==> src/rtl/uart_rx.sv <==
// uart_rx: 8N1 serial receiver with a valid/ready holding register.
// Define UART_RX_SYNC_EN to pass rx_in through a 2-flop synchronizer (adds 2 cycles of latency).
module uart_rx #(
  parameter int CLKS_PER_BIT = 1
) (
  input  logic       clk,
  input  logic       rst_n,
  input  logic       rx_in,
  output logic [7:0] rx_data,
  output logic       rx_valid,
  input  logic       rx_ready,
  output logic       rx_busy,
  output logic       rx_frame_err,
  output logic       rx_overrun
);

  // state | meaning
  // IDLE  | line idle, waiting for a low level
  // START | timing to the middle of the start bit to confirm it
  // DATA  | sampling data bits 0..7, LSB first
  // STOP  | timing to the stop bit sample
  typedef enum logic [1:0] {IDLE, START, DATA, STOP} state_t;

  localparam int H  = (CLKS_PER_BIT - 1) / 2;
  localparam int CW = $clog2(CLKS_PER_BIT + 1);
  localparam logic [CW-1:0] BIT_LOAD  = CW'(CLKS_PER_BIT - 1);
  localparam logic [CW-1:0] HALF_LOAD = CW'((H > 0) ? (H - 1) : 0);

  logic rx_s;

`ifdef UART_RX_SYNC_EN
  logic [1:0] sync_q;

  always_ff @(posedge clk or negedge rst_n) begin
    if (!rst_n) sync_q <= 2'b11;
    else        sync_q <= {sync_q[0], rx_in};
  end

  assign rx_s = sync_q[1];
`else
  assign rx_s = rx_in;
`endif

  state_t        state_q, state_d;
  logic [CW-1:0] cnt_q, cnt_d;
  logic [2:0]    bit_q, bit_d;
  logic [7:0]    shift_q, shift_d;
  logic [7:0]    data_d;
  logic          valid_d, ferr_d, ovr_d;
  logic          tick;

  // cnt_q counts down the cycles remaining until the next sample point
  assign tick    = (cnt_q == '0);
  assign rx_busy = (state_q != IDLE);

  always_comb begin
    state_d = state_q;
    cnt_d   = cnt_q;
    bit_d   = bit_q;
    shift_d = shift_q;
    data_d  = rx_data;
    valid_d = rx_valid & ~rx_ready;
    ferr_d  = 1'b0;
    ovr_d   = 1'b0;
    case (state_q)
      IDLE: begin
        if (!rx_s) begin
          bit_d = '0;
          if (H == 0) begin
            state_d = DATA;
            cnt_d   = BIT_LOAD;
          end else begin
            state_d = START;
            cnt_d   = HALF_LOAD;
          end
        end
      end
      START: begin
        if (tick) begin
          if (!rx_s) begin
            state_d = DATA;
            cnt_d   = BIT_LOAD;
            bit_d   = '0;
          end else begin
            state_d = IDLE;
          end
        end else begin
          cnt_d = cnt_q - 1'b1;
        end
      end
      DATA: begin
        if (tick) begin
          shift_d = {rx_s, shift_q[7:1]};
          cnt_d   = BIT_LOAD;
          bit_d   = bit_q + 3'd1;
          if (bit_q == 3'd7) state_d = STOP;
        end else begin
          cnt_d = cnt_q - 1'b1;
        end
      end
      STOP: begin
        if (tick) begin
          state_d = IDLE;
          if (rx_s) begin
            if (!rx_valid || rx_ready) begin
              data_d  = shift_q;
              valid_d = 1'b1;
            end else begin
              ovr_d = 1'b1;
            end
          end else begin
            ferr_d = 1'b1;
          end
        end else begin
          cnt_d = cnt_q - 1'b1;
        end
      end
      default: state_d = IDLE;
    endcase
  end

  always_ff @(posedge clk or negedge rst_n) begin
    if (!rst_n) begin
      state_q      <= IDLE;
      cnt_q        <= '0;
      bit_q        <= '0;
      shift_q      <= '0;
      rx_data      <= '0;
      rx_valid     <= 1'b0;
      rx_frame_err <= 1'b0;
      rx_overrun   <= 1'b0;
    end else begin
      state_q      <= state_d;
      cnt_q        <= cnt_d;
      bit_q        <= bit_d;
      shift_q      <= shift_d;
      rx_data      <= data_d;
      rx_valid     <= valid_d;
      rx_frame_err <= ferr_d;
      rx_overrun   <= ovr_d;
    end
  end

endmodule

==> config.mk <==
export PLATFORM = sky130hd
export DESIGN_NAME = uart_rx
export DESIGN_NICKNAME = d
export VERILOG_FILES = /design/src/rtl/uart_rx.sv
export SDC_FILE = /design/constraint.sdc
export NUM_CORES = 1
export LEC_CHECK = 0
export BUFFER_PORTS_ARGS = -buffer_cell sky130_fd_sc_hd__buf_2
export CELL_PAD_IN_SITES_DETAIL_PLACEMENT = 1
export CELL_PAD_IN_SITES_GLOBAL_PLACEMENT = 1
export CORE_MARGIN = 1
export CORE_UTILIZATION = 40
export CTS_BUF_LIST = sky130_fd_sc_hd__clkbuf_4 sky130_fd_sc_hd__clkbuf_8
export DETAILED_ROUTE_END_ITERATION = 8
export PLACE_DENSITY = 0.79
export SLEW_MARGIN = 15
export SYNTH_ARGS = -nofsm -noshare
export SYNTH_HDL_FRONTEND = slang
export SYNTH_SLANG_ARGS = --single-unit
==> constraint.sdc <==
create_clock -name clk -period 2 [get_ports clk]
set_clock_uncertainty 0.05 [all_clocks]
set_input_delay 0 -clock clk [delete_from_list [all_inputs] [get_ports clk]]
set_output_delay 0 -clock clk [all_outputs]
set_load 0.03 [all_outputs]
==> results of run 1 <==
registers in the layout (all words and copies together) (netlist names):
register	flops
shift_q	8
rx_overrun	1
bit_q	3
rx_frame_err	1
state_q	2
rx_data	8
rx_valid	1
stage by stage:
| stage | instances | power (mW) | hold WS [ns] | area (um^2) | utilization (%) |
|---|---|---|---|---|---|
| after floorplan | 78 | 1.44 | -0.346 | 990 | - |
| after global placement | 118 | 1.57 | -0.0429 | 1060 | 46.7 |
| after detailed placement | 118 | 1.63 | -0.0373 | 1060 | 46.7 |
| after CTS | 125 | 1.88 | 0.146 | 1130 | 49.6 |
| after global routing | 125 | 2.00 | 0.180 | 1130 | 49.6 |
| final | 125 | 1.86 | 0.133 | 1130 | 49.6 |
worst min-delay path by stage:
| stage | start | slack (ns) | endpoint | cells after the start |
|---|---|---|---|---|
| after floorplan | rst_n | -0.35 | bit_q[0] | 0 |
| after global placement | rst_n | -0.04 | rx_overrun | 1 |
| after detailed placement | rst_n | -0.04 | rx_data[6] | 1 |
| after CTS | rst_n | 0.15 | rx_data[6] | 2 |
| after global routing | rst_n | 0.18 | rx_data[6] | 2 |
| final | rst_n | 0.13 | rx_data[6] | 2 |
Yosys cell counts, drive strengths merged:
library cell,instances
dfrtp,24
nand2,24
mux2,8
buf,3
nor2,3
a22o,2
ha,2
inv,2
o21ai,2
a21oi,1
and2,1
and2b,1
nand2b,1
nand3,1
nor2b,1
or2,1
or2b,1
worst max-delay path, delay by kind of cell, from the launching register on:
| kind | cells | cell delay, ns |
|---|---|---|
| DFF | 1 | 0.43 |
| muxes | 1 | 0.34 |
| and+or+nand+nor | 2 | 0.47 |
cells by family (layout without fill, tap and decap cells):
| group | count (synthesis) | count (layout) | synth area share, % |
|---|---|---|---|
| AND/OR/NAND/NOR | 34 | 34 | 16.9 |
| flip-flops | 24 | 24 | 60.7 |
| multiplexers | 8 | 8 | 12.1 |
| AO/OA/AOI/OAI | 5 | 5 | 3.29 |
| buffers and inverters | 5 | 24 | 4.42 |
| adder cells (fa/ha/maj) | 2 | 2 | 2.53 |
metal layers:
metal	share of wire [%]	global-route usage, %
met5	0	0
met4	0.67	5.41
met3	2.0	2.63
met2	51	26.8
met1	46	20.9
final cells by class:
cell class,count,area (um^2)
clock buffer,4,36.3
inverter,2,7.51
sequential,24,601
tap,28,35.0
fill,240,1150
multi-input combinational,49,345
timing repair buffer,18,105
power by group:
part           total, mW  switching, mW  internal, mW
Combinational      0.764          0.446         0.319
Sequential         0.836          0.145         0.691
Clock              0.255          0.144         0.111
what timing repair did:
action | in CTS | in global routing
hold buffers | 3 | 0
endpoints found under the hold margin | 28 | 0
endpoints found under the setup margin | 0 | 0
placed cells by master (no fill, tap or decap), drive strengths merged:
cell,count
a21oi,1
a22o,2
and2,1
and2b,1
buf,15
clkbuf,4
dfrtp,24
dlygate4sd3,3
ha,2
inv,2
mux2,8
nand2,24
nand2b,1
nand3,1
nor2,3
nor2b,1
o21ai,2
or2,1
or2b,1
==> run_results.csv, run 1 <==
group,metric,value,unit
routing,num_vias,596,
sta,relSlewSlack,64.5,%
floorplan,dieArea,2680,um^2
yosys,syn_area_per_cell,12.7,um^2
grt,grt_pass1_vias,626,
placed_design,place_ws,0.610,ns
worst_setup_path,timing.rr.end,"rx_data[1]",
worst_setup_path,cp-start-kind,"flip-flop",
worst_setup_path,r2r_setup_slack,0.60,ns
grt,antenna_found_initial,0,
worst_setup_path,rr_startpoint,"state_q[0]",
cts,numCtsBuffers,3,
worst_setup_path,worstPathRequired,2.15,ns
worst_setup_path,r2r.worst_path.cells,3,
floorplan,num_rows,17,
worst_setup_path,cpPeakStageDelay,0.43,ns
yosys,ys_ff_latch,24,
sta,period_share,69.9,%
placed_design,dp_hpwl,1290,um
hold_path,hold_path_class,"primary input to asynchronous set/reset pin",
sta,rsz0062_at_grt,"false",
grt,grt_max_degree,25,
yosys,synth_top_area_share,60.7,%
cts,cts_max_path_buffers,2,
sta,max_slew.worst_pin.slew,0.532,ns
worst_setup_path,worstPathCellList,"nand3_2 > nor2b_4 > mux2_4",
cells_and_area,diodes,0,
yosys,syn-cell-area,990,um^2
sta,finalSetupTns,0,ns
grt,grt_pass1_wl,3060,um
sta,worst_slack,0.603,ns
floorplan,coreArea,2280,um^2
yosys,synthTopCellsByArea,"dfrtp_1 61%, mux2_4 12%, nand2_1 9.1%, ha_1 2.5%, buf_12 2.0%",
floorplan,die_h,51.7,um
flow_run,maxCapViolCount,0,
sta,slew_violations,0,
cts,cts_sinks,24,
grt,gr-total-overflow,0,
sta,hold_viol,0,
routing,drt_first_iter_violations,0,
pwr,p_leak,0.599,nW
cts,h-tree-depth,1,
cts,clk-insertion-delay-late,0.31,ns
cts,ctsResizeCount,0,
cts,post_cts_buffers,0,
worst_setup_path,startpoint,"state_q[0]",
cells_and_area,layout-area-overhead-vs-synth,14.2,%
routing,drt_first_pass_iters,1,
routing,drcViolationCount,0,
yosys,ys.warnings.count,0,
grt,grtUsageTotal,16.0,%
floorplan,io_pins,16,
routing,wirelength,1780,um
placed_design,place_congestion,0.681,
sta,final.min_clock_period,1.40,ns
worst_setup_path,crit_path_top_delay_cell,"dfrtp_1",
status,status,"complete, no violations",
pwr,max-vdd-ir-drop,0.000680,V
sta,max_freq,0.716,GHz
cts,cts.clk_slew.worst_paths,0.13,ns
worst_setup_path,crit_fanout,8,
yosys,synth-seq-area-share,60.7,%
yosys,syn-num-nets,84,
floorplan,initial_core_util,43.5,%
floorplan,fp.dieW,51.7,um
worst_setup_path,crit_path_end_kind,"flip-flop",
yosys,yosysTopAreaCell,"dfrtp_1",
worst_setup_path,crit_path_end,"rx_data[1]",
cts,root_buffer,"clkbuf_4",
cells_and_area,drive_above_1_share,33.0,%
yosys,netlist-cell-type-count,20,
worst_setup_path,cp.arrival,1.55,ns
cells_and_area,nNetsFinal,104,
sta,setup_viol,0,
routing,ant_nets,0,
worst_setup_path,critical_path_class,"flip-flop to flip-flop",
placed_design,place.port_buffers,15,
cts,cts_tree,"yes",
routing,via_per_inst,4.77,
pwr,p_per_area,1640,nW/um^2
routing,wire_per_inst,14.2,um
yosys,synthCells,78,
Power figures use the tool's default switching activity.
==> run 2: changes to the inputs <==
--- a/config.mk
+++ b/config.mk
@@ -5,6 +5,7 @@
 export SDC_FILE = /design/constraint.sdc
 export NUM_CORES = 1
 export LEC_CHECK = 0
+export ABC_AREA = 1
 export BUFFER_PORTS_ARGS = -buffer_cell sky130_fd_sc_hd__buf_2
 export CELL_PAD_IN_SITES_DETAIL_PLACEMENT = 1
 export CELL_PAD_IN_SITES_GLOBAL_PLACEMENT = 1
@@ -12,7 +13,7 @@
 export CORE_UTILIZATION = 40
 export CTS_BUF_LIST = sky130_fd_sc_hd__clkbuf_4 sky130_fd_sc_hd__clkbuf_8
 export DETAILED_ROUTE_END_ITERATION = 8
-export PLACE_DENSITY = 0.79
+export PLACE_DENSITY = 0.83
 export SLEW_MARGIN = 15
 export SYNTH_ARGS = -nofsm -noshare
 export SYNTH_HDL_FRONTEND = slang
==> constraint.sdc (replaced) <==
create_clock -name clk -period 1.4 [get_ports clk]
set_clock_uncertainty 0.05 [all_clocks]
set_input_delay 0 -clock clk [delete_from_list [all_inputs] [get_ports clk]]
set_output_delay 0 -clock clk [all_outputs]
set_load 0.03 [all_outputs]
==> run 2 against run 1 <==
  * First-iteration DRC count increased by 12
  * Wire length increased by 3.7%
  * Sequential power increased by 41%
  * Register-to-register slack got worse by 0.49 ns
  * Largest power group unchanged
  * Utilization decreased by 0.29 points
  * Critical path depth increased by 2
  * Via count increased by 19%
  * Die area decreased by 3.2%
  * Synthesized area decreased by 3.3%
  * Clock-buffer cell count decreased by 1
  * Maximum frequency increased by 8.7%
  * Highest routed layer unchanged
==> run_results.csv, run 2 <==
group,metric,value,unit
cts,cts_max_path_buffers,2,
routing,ant_nets,0,
yosys,synthTopCellsByArea,"dfrtp_1 63%, nand2_1 12%, nand3_1 7.3%, inv_1 3.5%, ha_1 2.6%",
pwr,p_per_area,2280,nW/um^2
routing,drt_first_iter_violations,12,
routing,drcViolationCount,0,
hold_path,hold_path_class,"primary input to asynchronous set/reset pin",
grt,grtUsageTotal,17.2,%
yosys,synth_common_cells,"30 x nand2_1, 24 x dfrtp_1, 14 x nand3_1",
grt,grt_max_degree,25,
cells_and_area,fin_area,1100,um^2
yosys,synth_compound_area_share,4.18,%
worst_setup_path,r2r.worst_path.cells,5,
sta,period_share,91.8,%
pwr,finalPower,2.51,mW
yosys,netlist-cell-type-count,12,
yosys,synthArstFlopShare,100,%
grt,grt_pass1_wl,3230,um
sta,relSlewSlack,64.5,%
worst_setup_path,r2r_setup_slack,0.11,ns
cells_and_area,drive_above_1_share,18.8,%
routing,drt_first_pass_iters,2,
cells_and_area,utilization,49.4,%
placed_design,place.port_buffers,15,
worst_setup_path,startpoint,"state_q[0]",
sta,rsz0062_at_grt,"false",
cts,root_buffer,"clkbuf_4",
yosys,yosysTopAreaCell,"dfrtp_1",
yosys,yosysMostFrequentCell,"nand2_1",
sta,finalSetupTns,0,ns
yosys,ys.warnings.count,0,
yosys,muxShareOfSynthArea,0,%
floorplan,die_h,50.9,um
yosys,synth-seq-area-share,62.7,%
cts,h-tree-depth,1,
floorplan,coreArea,2230,um^2
routing,num_vias,711,
worst_setup_path,rr_startpoint,"state_q[0]",
cells_and_area,layout_common_cells,"30 x nand2_1, 24 x dfrtp_1, 15 x buf_2",
cells_and_area,layout-area-overhead-vs-synth,15.2,%
cells_and_area,nNetsFinal,125,
placed_design,place_congestion,0.742,
floorplan,dieArea,2590,um^2
yosys,synth_xor_area_share,0,%
cts,numCtsBuffers,3,
sta,slew_violations,0,
cells_and_area,layout_commonest_cell,"nand2_1",
routing,wirelength,1840,um
floorplan,num_rows,17,
worst_setup_path,critical_path_class,"flip-flop to flip-flop",
worst_setup_path,crit_fanout,15,
placed_design,dp_hpwl,1390,um
sta,hold_ws,0.137,ns
yosys,synth_edf_count,0,
cells_and_area,reg_top3,"rx_data x8, shift_q x8, bit_q x3",
flow_run,maxCapViolCount,0,
cts,clk-insertion-delay-late,0.30,ns
floorplan,fp.dieW,50.9,um
sta,max_slew.worst_pin.slew,0.532,ns
yosys,synth_adder_area_share,2.61,%
cts,post_cts_buffers,0,
yosys,syn-cell-area,957,um^2
status,status,"complete, no violations",
yosys,syn-num-nets,105,
sta,hold_viol,0,
yosys,synthCells,99,
cts,cts.clk_slew.worst_paths,0.13,ns
cts,ctsResizeCount,0,
yosys,synth_top_family_by_area,"simple AND/OR/NAND/NOR gates",
cts,cts_sinks,24,
worst_setup_path,cp-start-kind,"flip-flop",
pwr,max-vdd-ir-drop,0.00104,V
worst_setup_path,worstPathRequired,1.55,ns
worst_setup_path,crit_path_end_kind,"flip-flop",
grt,grt_pass1_vias,714,
placed_design,placed_area,1060,um^2
yosys,synth-simple-area-share,25.4,%
yosys,ys_ff_latch,24,
yosys,synth-main-ff-cell,"dfrtp_1",
routing,via_per_inst,4.90,
worst_setup_path,cp.arrival,1.44,ns
yosys,syn_area_per_cell,9.67,um^2
pwr,p_leak,0.610,nW
grt,antenna_found_initial,0,
grt,gr-total-overflow,0,
floorplan,initial_core_util,42.9,%
floorplan,io_pins,16,
worst_setup_path,timing.rr.end,"shift_q[6]",
yosys,synth_top_area_share,62.7,%
cells_and_area,diodes,0,
sta,setup_viol,0,
sta,final.min_clock_period,1.29,ns
routing,wire_per_inst,12.7,um
sta,max_freq,0.778,GHz
cts,cts_tree,"yes",
-- run 2: cell types whose count changed after synthesis, moves of 3 or more --
cell	previous run	this run
nand2_1	24	30
nor2_1	3	6
mux2_4	8	0
o21ai_1	1	5
inv_1	2	9
nand3_1	0	14
-- run 2: worst max path at each step --
| stage | cells after the start | endpoint |
|---|---|---|
| floorplan | 4 | rx_data[0] |
| global placement | 4 | bit_q[2] |
| detailed placement | 5 | shift_q[6] |
| CTS | 5 | shift_q[6] |
| global route | 5 | shift_q[6] |
| finish | 5 | shift_q[6] |
-- run 2: metal layers --
layer	GRT usage [%]	routed length, um	up-vias
met2	28.9	879	14
met4	5.56	17	0
met1	21.8	884	344
li1	-	-	351
met5	0	0	-
met3	3.57	62	2
-- run 2: cells by family after synthesis --
kind of cell | Yosys count
compound gates | 8
fa+ha+maj | 2
buf+inv | 12
flops | 24
simple gates | 53
-- run 2: final cells by class --
cell class | instances | area [um^2]
multi-input cells | 63 | 308
inverters | 9 | 33.8
clock buffers | 3 | 22.5
fillers | 272 | 1130
flip-flops and latches | 24 | 601
well taps | 28 | 35.0
repair buffers | 18 | 103
-- run 2: repair_timing --
| item | in CTS | in global routing |
|---|---|---|
| endpoints found under the setup margin | 0 | 0 |
| hold buffers | 2 | 0 |
| hold endpoints to repair | 25 | 0 |
-- run 2: power by group --
part	switching, mW	internal, mW	total, mW
clock network	0.198	0.100	0.299
logic	0.694	0.333	1.03
registers	0.191	0.992	1.18
-- run 2: worst max-delay path, stage by stage, from the launching register on --
cell and delay [ns]:
dfrtp_1 0.41, inv_1 0.14, nand2_1 0.18, buf_4 0.24, nor2_1 0.11, a21oi_1 0.06
-- run 2: through the flow --
stage	setup slack (ns)	std cells
floorplan	0.285	99
global placement	0.245	140
detailed placement	0.118	140
CTS	0.103	145
global route	0.00417	145
finish	0.114	145
==> run 3: changes to the inputs <==
--- a/config.mk
+++ b/config.mk
@@ -6,7 +6,7 @@
 export NUM_CORES = 1
 export LEC_CHECK = 0
 export ABC_AREA = 1
-export BUFFER_PORTS_ARGS = -buffer_cell sky130_fd_sc_hd__buf_2
+export BUFFER_PORTS_ARGS = -buffer_cell sky130_fd_sc_hd__buf_4
 export CELL_PAD_IN_SITES_DETAIL_PLACEMENT = 1
 export CELL_PAD_IN_SITES_GLOBAL_PLACEMENT = 1
 export CORE_MARGIN = 1
==> run 3 against run 2 <==
  * Sequential power hardly changed
  * Critical path depth stayed put
  * Non-clock buffer count unchanged
  * Register-to-register slack gained 0.03 ns
  * Critical path type unchanged
  * Largest cell class unchanged
  * Largest power group unchanged
  * Highest routed layer unchanged
==> run_results.csv, run 3 (same netlist as run 2, synthesis figures left out) <==
group,metric,value,unit
status,status,"complete, no violations",
cells_and_area,fill_cells,271,
pwr,switching_share,40.7,%
worst_setup_path,worstPathCellList,"inv_1 > nand2_1 > buf_12 > nand2_1 > nand2_1",
cts,cts.clk_slew.worst_paths,0.13,ns
cells_and_area,utilization,52.2,%
routing,ant_nets,0,
routing,drt_first_pass_iters,2,
routing,num_vias,697,
worst_setup_path,worstPathRequired,1.56,ns
cts,cts_tree,"yes",
floorplan,fp.dieW,50.9,um
pwr,power_switching,1.09,mW
sta,hold_viol,0,
pwr,p_comb_share,42.4,%
grt,gr-total-overflow,0,
sta,slew_violations,0,
worst_setup_path,critical_path_class,"flip-flop to flip-flop",
pwr,power_frac_seq,44.4,%
worst_setup_path,crit_path_top_delay_cell,"dfrtp_1",
routing,wirelength,1800,um
sta,period_share,89.8,%
floorplan,io_pins,16,
worst_setup_path,cpPeakStageDelay,0.41,ns
worst_setup_path,crit_top_cell,"nand2_1",
sta,rsz0062_at_grt,"false",
floorplan,num_rows,17,
routing,drt_first_iter_violations,5,
cells_and_area,drive_above_1_share,19.5,%
cells_and_area,layout-area-overhead-vs-synth,21.8,%
sta,worst_slack,0.143,ns
grt,grt_pass1_vias,704,
worst_setup_path,crit_fanout,15,
flow_run,maxCapViolCount,0,
routing,via_per_inst,4.77,
floorplan,dieArea,2590,um^2
worst_setup_path,crit_path_end_kind,"flip-flop",
pwr,intPower,1.59,mW
grt,grt_max_degree,25,
sta,max_slew.worst_pin.slew,0.397,ns
floorplan,coreArea,2230,um^2
routing,drcViolationCount,0,
sta,relSlewSlack,73.5,%
sta,setup_viol,0,
pwr,p_per_area,2300,nW/um^2
cts,root_buffer,"clkbuf_4",
routing,route.met3.wl,68,um
cells_and_area,layout_common_cells,"30 x nand2_1, 24 x dfrtp_1, 15 x buf_4",
floorplan,initial_core_util,42.9,%
cells_and_area,seqCellArea,601,um^2
routing,dr.max_layer_used,"met4",
routing,wire_per_inst,12.3,um
cts,numCtsBuffers,3,
grt,grtUsageTotal,16.3,%
worst_setup_path,r2r.worst_path.cells,5,
pwr,max-vdd-ir-drop,0.00120,V
sta,max_freq,0.795,GHz
placed_design,place_congestion,0.752,
routing,met2_length,889,um
pwr,clkPwrFrac,13.2,%
sta,finalSetupTns,0,ns
cells_and_area,nNetsFinal,125,
placed_design,place.port_buffers,15,
placed_design,dp_hpwl,1310,um
cells_and_area,layout_commonest_cell,"nand2_1",
cts,ctsResizeCount,0,
pwr,p_leak,0.628,nW
floorplan,die_h,50.9,um
cts,h-tree-depth,1,
worst_setup_path,cp-start-kind,"flip-flop",
cts,cts_max_path_buffers,2,
grt,grt_pass1_wl,3030,um
worst_setup_path,cp.arrival,1.41,ns
grt,antenna_found_initial,0,
routing,wl_met1,795,um
cells_and_area,diodes,0,
cts,post_cts_buffers,0,
placed_design,place_ws,0.150,ns
cells_and_area,reg_top3,"rx_data x8, shift_q x8, bit_q x3",
sta,final.min_clock_period,1.26,ns
cts,clk-insertion-delay-late,0.31,ns
cts,cts_sinks,24,
cells_and_area,multi_input_area,308,um^2
hold_path,hold_path_class,"primary input to asynchronous set/reset pin",
## run 3: cell types whose count changed in the layout (fill, tap and decap cells not counted), sizes merged
cell,previous run,this run
clkbuf,3,4
## run 3: repair_timing
| item | in CTS | in global routing |
|---|---|---|
| hold buffers | 2 | 0 |
| setup endpoints to repair | 0 | 0 |
| endpoints found under the hold margin | 25 | 0 |
## run 3: final cells by class
type | count | share of cell area (%)
clock buffer | 4 | 3.11
inverter | 9 | 2.90
multi-input combinational | 63 | 26.4
sequential | 24 | 51.5
tap | 28 | 3.00
timing repair buffer | 18 | 13.1
## run 3: final timing paths
kind	startpoint	slack (ns)	end
worst max register to register	state_q[0]	0.14	shift_q[0]
min in group clk	rx_ready	0.16	rx_valid
worst min-delay path	rst_n	0.06	rx_data[6]
worst max-delay path	state_q[0]	0.14	shift_q[0]
max in group asynchronous	rst_n	1.00	bit_q[1]
worst min register to register	rx_data[6]	0.44	rx_data[6]
## run 3: critical path: cells and delay by family, from the launching register on
| kind | cells | cell delay, ns |
|---|---|---|
| DFF | 1 | 0.41 |
| buffers and inverters | 2 | 0.35 |
| and+or+nand+nor | 3 | 0.34 |
## run 3: per-layer routing
layer	GRT usage, %	vias up
met2	28.1	15
met3	3.57	5
met1	18.4	326
li1	-	351
met5	0	-
met4	9.72	0
## run 3: through the flow
step	hold WS, ns	std cells	cell area (um^2)	total power [mW]
after floorplan	-0.346	99	957	1.92
after global placement	-0.137	140	1110	2.29
after detailed placement	-0.138	140	1110	2.36
after CTS	0.0479	146	1170	2.73
after global routing	0.0704	146	1170	2.89
final	0.0641	146	1170	2.68
## run 3: power by group through the flow
stage                     clock network (mW)  logic (mW)  registers [mW]
after global placement                     0        1.11            1.18
after floorplan                            0       0.538            1.38
after global routing                   0.393        1.27            1.23
after CTS                              0.371        1.16            1.20
final                                  0.354        1.14            1.19
after detailed placement                   0        1.15            1.21
